### src/rtl/seq_div_pkg.sv
// Shared definitions for the sequential unsigned divider.
// Holds the FSM state type, the operation class recorded at accept time,
// the default width, its log2, and the all-ones quotient used for divide by zero.
package seq_div_pkg;

   localparam int unsigned WIDTH_DEFAULT = 16;
   localparam int unsigned LOG2_WIDTH    = $clog2(WIDTH_DEFAULT);

   // Widest legal operand; narrower builds slice the low bits of DIV0_QUOTIENT.
   localparam int unsigned WIDTH_MAX     = 32;
   localparam logic [WIDTH_MAX-1:0] DIV0_QUOTIENT = '1;

   typedef enum logic [1:0] {
      IDLE,
      ITER,
      DONE
   } state_e;

   // How the operation was resolved, so that DONE knows which result to write.
   typedef enum logic [1:0] {
      OP_GENERAL,
      OP_ZERO,
      OP_POW2,
      OP_EARLY
   } op_kind_e;

endpackage

### src/rtl/seq_divider16_pow2_detect.sv
// Divisor classifier: flags zero and single-bit divisors and encodes the
// position of the set bit. This is the inverse of the downstream
// shift-amount decoder. idx_o is only meaningful when is_pow2_o is high.
module pow2_detect
   import seq_div_pkg::*;
#(
   parameter int unsigned WIDTH = WIDTH_DEFAULT,
   parameter int unsigned NW    = $clog2(WIDTH)
)
(
   input  logic [WIDTH-1:0] d_i,
   output logic             is_zero_o,
   output logic             is_pow2_o,
   output logic [NW-1:0]    idx_o
);

   // Mask of all bit positions whose binary index has bit b set.
   function automatic logic [WIDTH-1:0] index_mask(input int b);
      logic [WIDTH-1:0] m;
      m = '0;
      for (int i = 0; i < int'(WIDTH); i++) begin
         m[i] = ((i >> b) & 1) != 0;
      end
      return m;
   endfunction

   // For a one-hot input, OR-ing the masked bits yields each index bit directly.
   generate
      for (genvar gi = 0; gi < int'(NW); gi++) begin : g_idx
         localparam logic [WIDTH-1:0] MASK = index_mask(gi);
         assign idx_o[gi] = |(d_i & MASK);
      end
   endgenerate

   assign is_zero_o = (d_i == '0);
   // Clearing the lowest set bit leaves zero only for a single-bit value.
   assign is_pow2_o = !is_zero_o && ((d_i & (d_i - WIDTH'(1))) == '0);

endmodule

### src/rtl/seq_divider16.sv
// Multi-cycle unsigned divider with zero and power-of-two fast paths.
// General divisors use a restoring division, one quotient bit per cycle.
// Optional build macro: SEQ_DIV_EARLY_TERM_EN - when defined, a general
// divisor larger than the dividend resolves in one cycle (same results).
module seq_divider16
   import seq_div_pkg::*;
#(
   parameter int unsigned WIDTH = WIDTH_DEFAULT
)
(
   input  logic             clk,
   input  logic             rst_n,
   input  logic             start,
   input  logic [WIDTH-1:0] dividend,
   input  logic [WIDTH-1:0] divisor,
   output logic             busy,
   output logic             done,
   output logic [WIDTH-1:0] quotient,
   output logic [WIDTH-1:0] remainder,
   output logic             div_by_zero,
   output logic             pow2_hit
);

   localparam int unsigned      NW        = $clog2(WIDTH);
   localparam logic [WIDTH-1:0] DIV0_Q    = DIV0_QUOTIENT[WIDTH-1:0];
   localparam logic [NW-1:0]    LAST_ITER = NW'(WIDTH - 1);

   state_e           state_q, state_d;
   op_kind_e         kind_q,  kind_d;
   logic [WIDTH-1:0] a_q,     a_d;      // dividend, becomes the quotient while iterating
   logic [WIDTH-1:0] dv_q,    dv_d;     // latched divisor
   logic [WIDTH-1:0] p_q,     p_d;      // partial remainder
   logic [NW-1:0]    cnt_q,   cnt_d;
   logic [NW-1:0]    n_q,     n_d;      // shift amount for the power-of-two path
   logic             busy_q,  busy_d;
   logic             done_q,  done_d;
   logic [WIDTH-1:0] quot_q,  quot_d;
   logic [WIDTH-1:0] rem_q,   rem_d;
   logic             dbz_q,   dbz_d;
   logic             p2_q,    p2_d;

   logic             det_zero;
   logic             det_pow2;
   logic [NW-1:0]    det_idx;
   logic             early_hit;
   logic             accept;
   logic [WIDTH:0]   p_shift;
   logic [WIDTH:0]   p_diff;
   logic             q_bit;

   pow2_detect #(
      .WIDTH (WIDTH),
      .NW    (NW)
   ) u_pow2_detect (
      .d_i       (divisor),
      .is_zero_o (det_zero),
      .is_pow2_o (det_pow2),
      .idx_o     (det_idx)
   );

`ifdef SEQ_DIV_EARLY_TERM_EN
   assign early_hit = (dividend < divisor);
`else
   assign early_hit = 1'b0;
`endif

   // A start in the cycle done pulses is dropped; the next accept is one cycle later.
   assign accept = start && !done_q;

   // One restoring step on WIDTH+1 bits so the shifted-out bit is kept.
   assign p_shift = {p_q, a_q[WIDTH-1]};
   assign p_diff  = p_shift - {1'b0, dv_q};
   // No borrow out of the subtraction means P' >= d.
   assign q_bit   = ~p_diff[WIDTH];

   // Next-state and datapath update; every target holds unless assigned below.
   always_comb begin
      state_d = state_q;
      kind_d  = kind_q;
      a_d     = a_q;
      dv_d    = dv_q;
      p_d     = p_q;
      cnt_d   = cnt_q;
      n_d     = n_q;
      busy_d  = busy_q;
      done_d  = 1'b0;
      quot_d  = quot_q;
      rem_d   = rem_q;
      dbz_d   = dbz_q;
      p2_d    = p2_q;

      case (state_q)
         IDLE: begin
            if (accept) begin
               a_d    = dividend;
               dv_d   = divisor;
               n_d    = det_idx;
               p_d    = '0;
               cnt_d  = '0;
               busy_d = 1'b1;
               if (det_zero) begin
                  kind_d  = OP_ZERO;
                  state_d = DONE;
               end else if (det_pow2) begin
                  kind_d  = OP_POW2;
                  state_d = DONE;
               end else if (early_hit) begin
                  kind_d  = OP_EARLY;
                  state_d = DONE;
               end else begin
                  kind_d  = OP_GENERAL;
                  state_d = ITER;
               end
            end
         end

         ITER: begin
            p_d   = q_bit ? p_diff[WIDTH-1:0] : p_shift[WIDTH-1:0];
            a_d   = {a_q[WIDTH-2:0], q_bit};
            cnt_d = cnt_q + NW'(1);
            if (cnt_q == LAST_ITER) begin
               state_d = DONE;
            end
         end

         DONE: begin
            done_d  = 1'b1;
            busy_d  = 1'b0;
            state_d = IDLE;
            dbz_d   = 1'b0;
            p2_d    = 1'b0;
            case (kind_q)
               OP_ZERO: begin
                  quot_d = DIV0_Q;
                  rem_d  = a_q;
                  dbz_d  = 1'b1;
               end
               OP_POW2: begin
                  quot_d = a_q >> n_q;
                  rem_d  = a_q & ~(DIV0_Q << n_q);
                  p2_d   = 1'b1;
               end
               OP_EARLY: begin
                  quot_d = '0;
                  rem_d  = a_q;
               end
               default: begin
                  quot_d = a_q;
                  rem_d  = p_q;
               end
            endcase
         end

         default: begin
            state_d = IDLE;
            busy_d  = 1'b0;
         end
      endcase
   end

   // State and datapath registers; reset clears everything and aborts any operation.
   always_ff @(posedge clk) begin
      if (!rst_n) begin
         state_q <= IDLE;
         kind_q  <= OP_GENERAL;
         a_q     <= '0;
         dv_q    <= '0;
         p_q     <= '0;
         cnt_q   <= '0;
         n_q     <= '0;
         busy_q  <= 1'b0;
         done_q  <= 1'b0;
         quot_q  <= '0;
         rem_q   <= '0;
         dbz_q   <= 1'b0;
         p2_q    <= 1'b0;
      end else begin
         state_q <= state_d;
         kind_q  <= kind_d;
         a_q     <= a_d;
         dv_q    <= dv_d;
         p_q     <= p_d;
         cnt_q   <= cnt_d;
         n_q     <= n_d;
         busy_q  <= busy_d;
         done_q  <= done_d;
         quot_q  <= quot_d;
         rem_q   <= rem_d;
         dbz_q   <= dbz_d;
         p2_q    <= p2_d;
      end
   end

   assign busy        = busy_q;
   assign done        = done_q;
   assign quotient    = quot_q;
   assign remainder   = rem_q;
   assign div_by_zero = dbz_q;
   assign pow2_hit    = p2_q;

endmodule
### config.mk
export PLATFORM = sky130hd
export DESIGN_NAME = seq_divider16
export DESIGN_NICKNAME = d
export VERILOG_FILES = /design/src/rtl/seq_div_pkg.sv /design/src/rtl/seq_divider16_pow2_detect.sv /design/src/rtl/seq_divider16.sv
export SDC_FILE = /design/constraint.sdc
export NUM_CORES = 1
export LEC_CHECK = 0
export BUFFER_PORTS_ARGS = -buffer_cell sky130_fd_sc_hd__buf_2
export CAP_MARGIN = 20
export CORE_MARGIN = 2
export CORE_UTILIZATION = 35
export DETAILED_ROUTE_END_ITERATION = 10
export GPL_ROUTABILITY_DRIVEN = 0
export GPL_TIMING_DRIVEN = 0
export PLACE_DENSITY = 0.62
export REMOVE_ABC_BUFFERS = 1
export SKIP_LAST_GASP = 1
export SLEW_MARGIN = 0
export SYNTH_ARGS = -nofsm -noshare
export SYNTH_HDL_FRONTEND = slang
export SYNTH_SLANG_ARGS = --single-unit
### constraint.sdc
create_clock -name clk -period 4 [get_ports clk]
set_clock_uncertainty 0.05 [all_clocks]
set_input_delay 0.2 -clock clk [delete_from_list [all_inputs] [get_ports clk]]
set_output_delay 0.2 -clock clk [all_outputs]
set_load 0.02 [all_outputs]
==> flow_metrics.env, run 1 <==
export IMPL_ys_top_cells_by_count="nand2_1 (115), dfxtp_1 (96), clkbuf_1 (57)"
export IMPL_crit_type="flip-flop to flip-flop"
export IMPL_path_cells="inv_1, ha_1, fa_1, nor2b_1, o21ai_1, o311ai_2, a21oi_1, o21ai_2, nand2_1, o311ai_1"
export IMPL_yosysMostFrequentCell="nand2_1"
export IMPL_finalHoldViolCount=0
export IMPL_track_usage_pct=18.31
export IMPL_crit_path_start="a_q[15]$_SDFFE_PN0P_"
export IMPL_yosys_top_cells_area="dfxtp_1 (32%), nand2_1 (7.2%), o211a_1 (4.7%)"
export IMPL_drtAntennaViolNets=0
export IMPL_synth_edf_count=0
export IMPL_post_route_period_util_pct=87.27
export IMPL_clk_pin_slew_ns=0.07
export IMPL_fin_setup_tns_ns=0
export IMPL_dp_hpwl_um=11720
export IMPL_p_leak_nw=2.965
export IMPL_routed_wl_um=16420
export IMPL_slew_headroom_pct=28.24
export IMPL_max_stage_delay_ns=0.55
export IMPL_cts_max_level=3
export IMPL_wl_per_cell_um=16.29
export IMPL_io_pin_count=71
export IMPL_cts_buffers=9
export IMPL_viasPerCell=5.576
export IMPL_ys_dominant_reg_cell="dfxtp_1"
export IMPL_fillers=1661
export IMPL_synth_cell_types=61
export IMPL_vdd_ir_drop_max_mv=0.3608
export IMPL_min_path_cells=3
export IMPL_initial_core_util_pct=35.96
export IMPL_worstPathMaxFanout=12
export IMPL_hold_slack_ns=0.07532
export IMPL_status="complete, no violations"
export IMPL_finalSetupViolations=0
export IMPL_worstSkewPairLatency_ns=0.36
export IMPL_post_route_drc_count=0
export IMPL_slew_viol_final=0
export IMPL_coreArea_um2=16640
export IMPL_place_ws_ns=0.2853
export IMPL_cp_arrival_ns=3.70
export IMPL_cap_violations=0
export IMPL_globalRouteOverflowTotal=0
export IMPL_yosysWarnings=0
export IMPL_synth_top_area_share_pct=32.11
export IMPL_crit_slowest_cell="dfxtp_1"
export IMPL_end_kind="flip-flop"
export IMPL_drt_first_pass_iters=5
export IMPL_ys_seq_elements=96
export IMPL_worstPathRequired_ns=4.21
export IMPL_synth_async_reset_ratio_pct=0
export IMPL_synth_compound_area_share_pct=26.47
export IMPL_start_kind="flip-flop"
export IMPL_critPathTopFamily="compound AO/OA/AOI/OAI gates"
export IMPL_synth_seq_area_share_pct=32.11
export IMPL_synth_top_cell_by_area="dfxtp_1"
export IMPL_rsz0062_at_grt="no"
export IMPL_avgSynthCellArea_um2=7.906
export IMPL_grt_pass1_wl_um=26740
export IMPL_die_w_um=134.8
export IMPL_synth_cells=757
export IMPL_syn_to_final_growth_pct=15.35
export IMPL_worstRegToRegCells=10
export IMPL_vias=5621
export IMPL_die_area_um2=18160
export IMPL_port_buffers=70
export IMPL_drive_above_1_share_pct=14.97
export IMPL_grt_max_degree=46
export IMPL_synthAdderAreaFrac_pct=4.056
export IMPL_critPathBufInv=1
export IMPL_core_rowCount=47
export IMPL_p_per_area_nw_per_um2=517.4
export IMPL_first_global_vias=5177
export IMPL_timing_rr_end="p_q[9]$_SDFFE_PN0P_"
export IMPL_synth_cell_area_um2=5984
export IMPL_fmax_mhz=286.5
export IMPL_antenna_found_initial=0
export IMPL_cts_hold_buffers=0
export IMPL_placed_cell_area_um2=6520
export IMPL_layout_min_cycle_time_ns=3.491
export IMPL_cp_num_cells=10
export IMPL_worst_slack_ns=0.5092
export IMPL_synth_top_family_by_area="compound AO/OA/AOI/OAI gates"
export IMPL_final_area_um2=6903
export IMPL_r2r_slack_ns=0.51
export IMPL_cts_root_buf="clkbuf_16"
export IMPL_synthSimpleGateAreaFrac_pct=23.42
export IMPL_cts_tree="done"
export IMPL_hold_path_class="input port to flip-flop"
export IMPL_worst_pin_slew_ns=1.075
export IMPL_synthMuxAreaShare_pct=6.314
export IMPL_antennaDiodeCount=0
export IMPL_cts_buffer_depth=2
export IMPL_synth_xor_area_share_pct=2.049
export IMPL_die_y_um=134.8
export IMPL_clock_sinks=96
export IMPL_r2r_start="a_q[15]$_SDFFE_PN0P_"
export IMPL_crit_path_end="p_q[9]$_SDFFE_PN0P_"
export IMPL_nets=837
export IMPL_drt_iter0_markers=452
[placed cells by master, fill, tap and decap left out, drive strengths merged, types with 17 or more instances in the layout]
| cell | Yosys | layout |
|---|---|---|
| dfxtp | 96 | 96 |
| nor2 | 39 | 39 |
| o21ai | 54 | 54 |
| inv | 24 | 24 |
| nand2 | 115 | 115 |
| ha | 17 | 17 |
| nand3 | 42 | 42 |
| nand4 | 19 | 19 |
| a21boi | 33 | 33 |
| nor2b | 19 | 19 |
| buf | 7 | 80 |
| o211a | 28 | 28 |
| a21oi | 40 | 40 |
[final cells by class]
| type | count | area [µm²] | area share [%] |
|---|---|---|---|
| inverters | 24 | 90.09 | 1.305 |
| flip-flops and latches | 96 | 1922 | 27.84 |
| well taps | 220 | 275.3 | 3.988 |
| repair buffers | 80 | 529.3 | 7.667 |
| clock buffers | 12 | 246.5 | 3.571 |
| clock inverters | 3 | 90.09 | 1.305 |
| multi-input cells | 573 | 3750 | 54.32 |
[state kept, by name, summed over array words and instances, names as in the netlist]
name / count
a_q: 16
dv_q: 16
p_q: 16
quotient: 16
remainder: 16
cnt_q: 4
n_q: 4
kind_q: 2
state_q: 2
busy: 1
div_by_zero: 1
done: 1
pow2_hit: 1
[stage by stage]
stage / utilization [%] / power, W / std cells
finish: 41.48 / 0.003571 / 1008
CTS: 41.20 / 0.003539 / 1005
floorplan: - / 0.002165 / 693
global placement: 38.25 / 0.002511 / 983
detailed placement: 39.18 / 0.002527 / 990
global route: 41.48 / 0.003803 / 1008
[routing by layer]
metal	routed length, µm	track usage (%)	vias up	part of all wire (%)
met2	7346	27.86	122	45
met3	648	2.928	19	3.9
met4	242	5.731	0	1.5
met1	8179	26.50	2684	50
li1	-	-	2796	-
met5	0	0	-	0
[kinds of logic after synthesis]
group | count (synthesis)
simple gates | 286
compound gates | 228
flops | 96
buf+inv | 88
mux | 26
fa+ha+maj | 19
xor+xnor | 14
[worst register-to-register path, delay by kind of cell, from the launching register on]
family          cells  cell delay (ns)
compound gates      5             1.54
fa+ha+maj           2             0.68
buf+inv             1             0.16
flops               1             0.55
simple gates        2             0.43
[where the power goes]
part | switching, W | internal, W | leakage, nW
combinational | 0.000816 | 0.000572 | 2.02
sequential | 0.000136 | 0.00105 | 0.783
clock | 0.000377 | 0.000626 | 0.163
total | 0.00133 | 0.00224 | 2.97
[worst min-delay path by stage]
stage	slack, ns	start	endpoint
after floorplan	0.27	rst_n	state_q[0]$_SDFFE_PN0P_
after CTS	0.06	divisor[4]	dv_q[4]$_SDFFE_PN0P_
after global routing	0.08	divisor[6]	dv_q[6]$_SDFFE_PN0P_
final	0.08	divisor[4]	dv_q[4]$_SDFFE_PN0P_
after detailed placement	0.39	quotient[15]$_SDFFE_PN0P_	quotient[15]$_SDFFE_PN0P_
after global placement	0.39	quotient[10]$_SDFFE_PN0P_	quotient[10]$_SDFFE_PN0P_
[what timing repair did]
action,CTS,global route
resized for setup,0,1
endpoints found under the setup margin,0,2
buffers inserted,0,0
Power figures use the tool's default switching activity.
==> inputs of run 2 (changes only) <==
--- a/config.mk
+++ b/config.mk
@@ -7,12 +7,14 @@
 export LEC_CHECK = 0
 export BUFFER_PORTS_ARGS = -buffer_cell sky130_fd_sc_hd__buf_2
 export CAP_MARGIN = 20
+export CELL_PAD_IN_SITES_DETAIL_PLACEMENT = 1
+export CELL_PAD_IN_SITES_GLOBAL_PLACEMENT = 2
 export CORE_MARGIN = 2
 export CORE_UTILIZATION = 35
 export DETAILED_ROUTE_END_ITERATION = 10
 export GPL_ROUTABILITY_DRIVEN = 0
 export GPL_TIMING_DRIVEN = 0
-export PLACE_DENSITY = 0.62
+export PLACE_DENSITY = 0.9
 export REMOVE_ABC_BUFFERS = 1
 export SKIP_LAST_GASP = 1
 export SLEW_MARGIN = 0
==> run 2 against run 1 <==
Net effect:
- combinational power increased by 6%
- critical path depth unchanged
- design area increased by 0.76%
- critical endpoint unchanged
- largest cell class unchanged
- largest power group unchanged
- highest routed layer unchanged
==> flow_metrics.env, run 2 (synthesized netlist as in run 1, its figures left out) <==
export IMPL_status="complete, no violations"
export IMPL_nets=839
export IMPL_cts_buffer_depth=2
export IMPL_cts_buffers=9
export IMPL_hold_path_class="input port to flip-flop"
export IMPL_dp_hpwl_um=13920
export IMPL_die_w_um=134.8
export IMPL_worstPathMaxFanout=12
export IMPL_timing_rr_end="p_q[9]$_SDFFE_PN0P_"
export IMPL_finalSetupViolations=0
export IMPL_drt_first_pass_iters=5
export IMPL_r2r_start="a_q[15]$_SDFFE_PN0P_"
export IMPL_viasPerCell=5.737
export IMPL_fillers=2013
export IMPL_drt_iter0_markers=374
export IMPL_power_w=0.003604
export IMPL_grt_pass1_wl_um=30250
export IMPL_grt_max_degree=51
export IMPL_finalHoldViolCount=0
export IMPL_drive_above_1_share_pct=15.42
export IMPL_rsz0062_at_grt="no"
export IMPL_layout_min_cycle_time_ns=3.517
export IMPL_io_pin_count=71
export IMPL_end_kind="flip-flop"
export IMPL_cp_arrival_ns=3.73
export IMPL_clk_pin_slew_ns=0.07
export IMPL_slew_headroom_pct=28.34
export IMPL_post_route_period_util_pct=87.91
export IMPL_cap_violations=0
export IMPL_wl_per_cell_um=18.71
export IMPL_cts_max_level=3
export IMPL_port_buffers=70
export IMPL_routed_wl_um=18920
export IMPL_cts_hold_buffers=0
export IMPL_antenna_found_initial=0
export IMPL_worstPathRequired_ns=4.22
export IMPL_crit_type="flip-flop to flip-flop"
export IMPL_worst_pin_slew_ns=1.073
export IMPL_p_per_area_nw_per_um2=518.2
export IMPL_vias=5800
export IMPL_start_kind="flip-flop"
export IMPL_seqCellArea_um2=1922
export IMPL_clock_sinks=96
export IMPL_slew_viol_final=0
export IMPL_r2r_slack_ns=0.48
export IMPL_cts_tree="done"
export IMPL_core_rowCount=47
export IMPL_final_util_pct=41.79
export IMPL_fin_setup_tns_ns=0
export IMPL_die_y_um=134.8
export IMPL_crit_path_end="p_q[9]$_SDFFE_PN0P_"
export IMPL_track_usage_pct=20.82
export IMPL_cts_root_buf="clkbuf_16"
export IMPL_first_global_vias=5830
export IMPL_syn_to_final_growth_pct=16.22
export IMPL_worstRegToRegCells=10
export IMPL_drtAntennaViolNets=0
export IMPL_worstHoldStart="divisor[14]"
export IMPL_fmax_mhz=284.4
export IMPL_hold_slack_ns=0.06752
export IMPL_post_route_drc_count=0
export IMPL_final_cell_mix="nand2_1 (115), dfxtp_1 (96), buf_2 (70)"
export IMPL_worstSkewPairLatency_ns=0.36
export IMPL_antennaDiodeCount=0
export IMPL_initial_core_util_pct=35.96
export IMPL_die_area_um2=18160
export IMPL_p_leak_nw=2.991
export IMPL_layout_commonest_cell="nand2_1"
export IMPL_coreArea_um2=16640
export IMPL_multiInputGateArea_um2=3750
export IMPL_crit_path_start="a_q[15]$_SDFFE_PN0P_"
export IMPL_vdd_ir_drop_max_mv=0.2599
export IMPL_globalRouteOverflowTotal=0
[run 2: worst min path at each step]
stage | to | cells past startpoint
3_3_place_gp | quotient[10]$_SDFFE_PN0P_ | 2
2_1_floorplan | state_q[0]$_SDFFE_PN0P_ | 1
4_1_cts | dv_q[2]$_SDFFE_PN0P_ | 3
6_report | dv_q[14]$_SDFFE_PN0P_ | 3
5_1_grt | dv_q[14]$_SDFFE_PN0P_ | 3
3_5_place_dp | quotient[8]$_SDFFE_PN0P_ | 2
[run 2: stage by stage]
stage               instances  setup WS [ns]  instance area (µm²)
global route             1011         0.2236                 6955
detailed placement        991         0.2140                 6560
finish                   1011         0.4834                 6955
CTS                      1007         0.1825                 6882
floorplan                 693         0.9958                 5741
global placement          983         0.1963                 6366
[run 2: timing repair]
item | CTS | global route
endpoints found under the setup margin | 0 | 3
resized for setup | 0 | 1
buffers inserted | 0 | 0
[run 2: cell type report]
class | count | area share [%]
Multi-Input combinational cell | 573 | 53.91
Sequential cell | 96 | 27.63
Timing Repair Buffer | 82 | 8.581
Tap cell | 220 | 3.958
Clock buffer | 11 | 3.490
Inverter | 24 | 1.295
Clock inverter | 5 | 1.133
[run 2: power breakdown]
part           switching [W]  internal (W)  total (W)  leakage [nW]
sequential          0.000128       0.00104    0.00117         0.783
combinational       0.000883      0.000584    0.00147          2.05
clock               0.000398      0.000566   0.000965         0.160
total                0.00141       0.00219    0.00360          2.99
[run 2: per-layer routing]
layer	GRT usage (%)	vias to the layer above	routed length (µm)	share of wire (%)
met1	28.38	2870	9058	48
met3	3.378	23	528	2.8
met2	34.04	102	9040	48
li1	-	2805	-	-
met5	0	-	0	0
met4	5.965	0	291	1.5
[run 2: critical path: stages (launching register included)]
cell	delay, ns
dfxtp_1	0.59
inv_1	0.12
ha_1	0.25
fa_1	0.42
nor2b_1	0.17
o21ai_1	0.11
o311ai_2	0.41
a21oi_1	0.22
o21ai_2	0.51
nand2_1	0.26
o311ai_1	0.31
==> inputs of run 3 (changes only) <==
--- a/config.mk
+++ b/config.mk
@@ -10,11 +10,12 @@
 export CELL_PAD_IN_SITES_DETAIL_PLACEMENT = 1
 export CELL_PAD_IN_SITES_GLOBAL_PLACEMENT = 2
 export CORE_MARGIN = 2
-export CORE_UTILIZATION = 35
+export CORE_UTILIZATION = 36
+export CTS_BUF_LIST = sky130_fd_sc_hd__clkbuf_2
 export DETAILED_ROUTE_END_ITERATION = 10
 export GPL_ROUTABILITY_DRIVEN = 0
 export GPL_TIMING_DRIVEN = 0
-export PLACE_DENSITY = 0.9
+export PLACE_DENSITY = 0.92
 export REMOVE_ABC_BUFFERS = 1
 export SKIP_LAST_GASP = 1
 export SLEW_MARGIN = 0
==> run 3 against run 2 <==
Net effect:
- core utilization increased by 2.1 points
- first-iteration DRC count up 5.9%
- maximum frequency fell by 1.8%
- critical path type unchanged
- critical endpoint unchanged
- largest power group unchanged
==> flow_metrics.env, run 3 (synthesized netlist as in run 1, its figures left out) <==
export IMPL_status="complete, no violations"
export IMPL_final_area_um2=7201
export IMPL_track_usage_pct=21.33
export IMPL_clock_sinks=96
export IMPL_r2r_slack_ns=0.42
export IMPL_cp_arrival_ns=4.11
export IMPL_wl_per_cell_um=17.75
export IMPL_worstSkewPairLatency_ns=0.63
export IMPL_cts_buffer_depth=2
export IMPL_start_kind="flip-flop"
export IMPL_slew_viol_final=0
export IMPL_cts_tree="done"
export IMPL_drt_iter0_markers=396
export IMPL_syn_to_final_growth_pct=20.32
export IMPL_post_cts_buffers=0
export IMPL_cts_max_level=3
export IMPL_end_kind="flip-flop"
export IMPL_finalSetupViolations=0
export IMPL_antenna_found_initial=1
export IMPL_hold_end="dv_q[2]$_SDFFE_PN0P_"
export IMPL_die_area_um2=17670
export IMPL_p_leak_nw=3.090
export IMPL_drtAntennaViolNets=0
export IMPL_worstPathMaxFanout=12
export IMPL_worstPathRequired_ns=4.53
export IMPL_drt_first_pass_iters=4
export IMPL_crit_type="flip-flop to flip-flop"
export IMPL_p_per_area_nw_per_um2=448.4
export IMPL_port_buffers=70
export IMPL_worstHoldStart="divisor[2]"
export IMPL_core_rowCount=47
export IMPL_max_stage_delay_ns=0.64
export IMPL_layout_commonest_cell="nand2_1"
export IMPL_dp_hpwl_um=13100
export IMPL_crit_slowest_cell="dfxtp_1"
export IMPL_slew_headroom_pct=28.77
export IMPL_vdd_ir_drop_max_mv=0.2231
export IMPL_coreArea_um2=16410
export IMPL_vias=5933
export IMPL_worstRegToRegCells=10
export IMPL_fmax_mhz=279.1
export IMPL_routed_wl_um=18730
export IMPL_placed_cell_area_um2=6563
export IMPL_post_route_drc_count=0
export IMPL_r2r_start="a_q[15]$_SDFFE_PN0P_"
export IMPL_cts_root_buf="clkbuf_2"
export IMPL_layout_min_cycle_time_ns=3.583
export IMPL_io_pin_count=71
export IMPL_hold_path_class="input port to flip-flop"
export IMPL_path_cells="inv_1, ha_1, fa_1, nor2b_1, o21ai_1, o311ai_2, a21oi_1, o21ai_2, nand2_1, o311ai_1"
export IMPL_first_global_vias=5851
export IMPL_final_cell_mix="nand2_1 (115), dfxtp_1 (96), buf_2 (70)"
export IMPL_nets=882
export IMPL_fin_setup_tns_ns=0
export IMPL_cts_buffers=9
export IMPL_die_w_um=132.9
export IMPL_worst_pin_slew_ns=1.067
export IMPL_grt_pass1_wl_um=30550
export IMPL_viasPerCell=5.624
export IMPL_initial_core_util_pct=36.48
export IMPL_finalHoldViolCount=0
export IMPL_post_route_period_util_pct=89.57
export IMPL_min_path_cells=4
export IMPL_clk_pin_slew_ns=0.28
export IMPL_cap_violations=0
export IMPL_drive_above_1_share_pct=14.75
export IMPL_timing_rr_end="p_q[9]$_SDFFE_PN0P_"
export IMPL_die_y_um=132.9
export IMPL_grt_max_degree=54
export IMPL_globalRouteOverflowTotal=0
export IMPL_rsz0062_at_grt="no"
[run 3: cell types whose count changed in the layout (fill, tap and decap cells not counted)]
cell           previous run  this run
clkbuf_1                  1         0
buf_8                     1         2
clkbuf_2                  0         9
dlygate4sd3_1             0        43
clkinvlp_4                0         2
diode_2                   0         1
buf_12                    2         1
clkbuf_16                 9         0
clkbuf_8                  1         0
[run 3: through the flow]
step | setup slack, ns | utilization [%] | hold slack, ns | total power (W) | instances
floorplan | 0.9958 | - | 0.2675 | 0.002165 | 693
global route | 0.1768 | 43.89 | 0.3072 | 0.003470 | 1055
CTS | 0.1684 | 43.47 | 0.2865 | 0.003209 | 1051
detailed placement | 0.2802 | 40.00 | 0.3964 | 0.002588 | 992
global placement | 0.1221 | 38.80 | 0.3901 | 0.002530 | 983
finish | 0.4172 | 43.89 | 0.3188 | 0.003229 | 1055
[run 3: power breakdown]
part	switching (W)	internal [W]	total, W
Clock	0.000361	0.000206	0.000567
Combinational	0.000874	0.000613	0.00149
Sequential	0.000127	0.00105	0.00117
[run 3: worst max path at each step]
stage | start | endpoint | slack, ns | depth (start not counted)
after global routing | a_q[15]$_SDFFE_PN0P_ | p_q[9]$_SDFFE_PN0P_ | 0.18 | 10
after floorplan | a_q[15]$_SDFFE_PN0P_ | p_q[0]$_SDFFE_PN0P_ | 1.0 | 10
after detailed placement | a_q[15]$_SDFFE_PN0P_ | p_q[9]$_SDFFE_PN0P_ | 0.28 | 10
final | a_q[15]$_SDFFE_PN0P_ | p_q[9]$_SDFFE_PN0P_ | 0.42 | 10
after CTS | a_q[15]$_SDFFE_PN0P_ | p_q[9]$_SDFFE_PN0P_ | 0.17 | 10
after global placement | state_q[1]$_SDFFE_PN0P_ | remainder[3]$_SDFFE_PN0P_ | 0.12 | 3
[run 3: area by class of cell]
cell class | count | area, µm²
fill | 1986 | 9206
multi-input combinational | 573 | 3750
sequential | 96 | 1922
timing repair buffer | 125 | 1022
tap | 220 | 275.3
clock inverter | 7 | 93.84
inverter | 24 | 90.09
clock buffer | 9 | 45.04
antenna | 1 | 2.502
[run 3: repair_timing]
action,in CTS,in global routing
hold buffers,43,0
endpoints found under the setup margin,0,4
endpoints found under the hold margin,48,0
gates resized for setup,0,1
[run 3: critical path: cells and delay by family (launching register included)]
kind | cells | cell delay (ns)
simple gates | 2 | 0.45
buf+inv | 1 | 0.15
compound gates | 5 | 1.56
fa+ha+maj | 2 | 0.68
flops | 1 | 0.64
[run 3: layer usage]
metal  wire length (µm)  share of wire [%]  global-route usage (%)  vias to the layer above
met4                274                1.5                   5.974                        0
li1                   -                  -                       -                     2884
met1               8972                 48                   29.72                     2913
met3                700                3.7                   2.759                       19
met2               8778                 47                   34.69                      117
met5                  0                  0                       0                        -
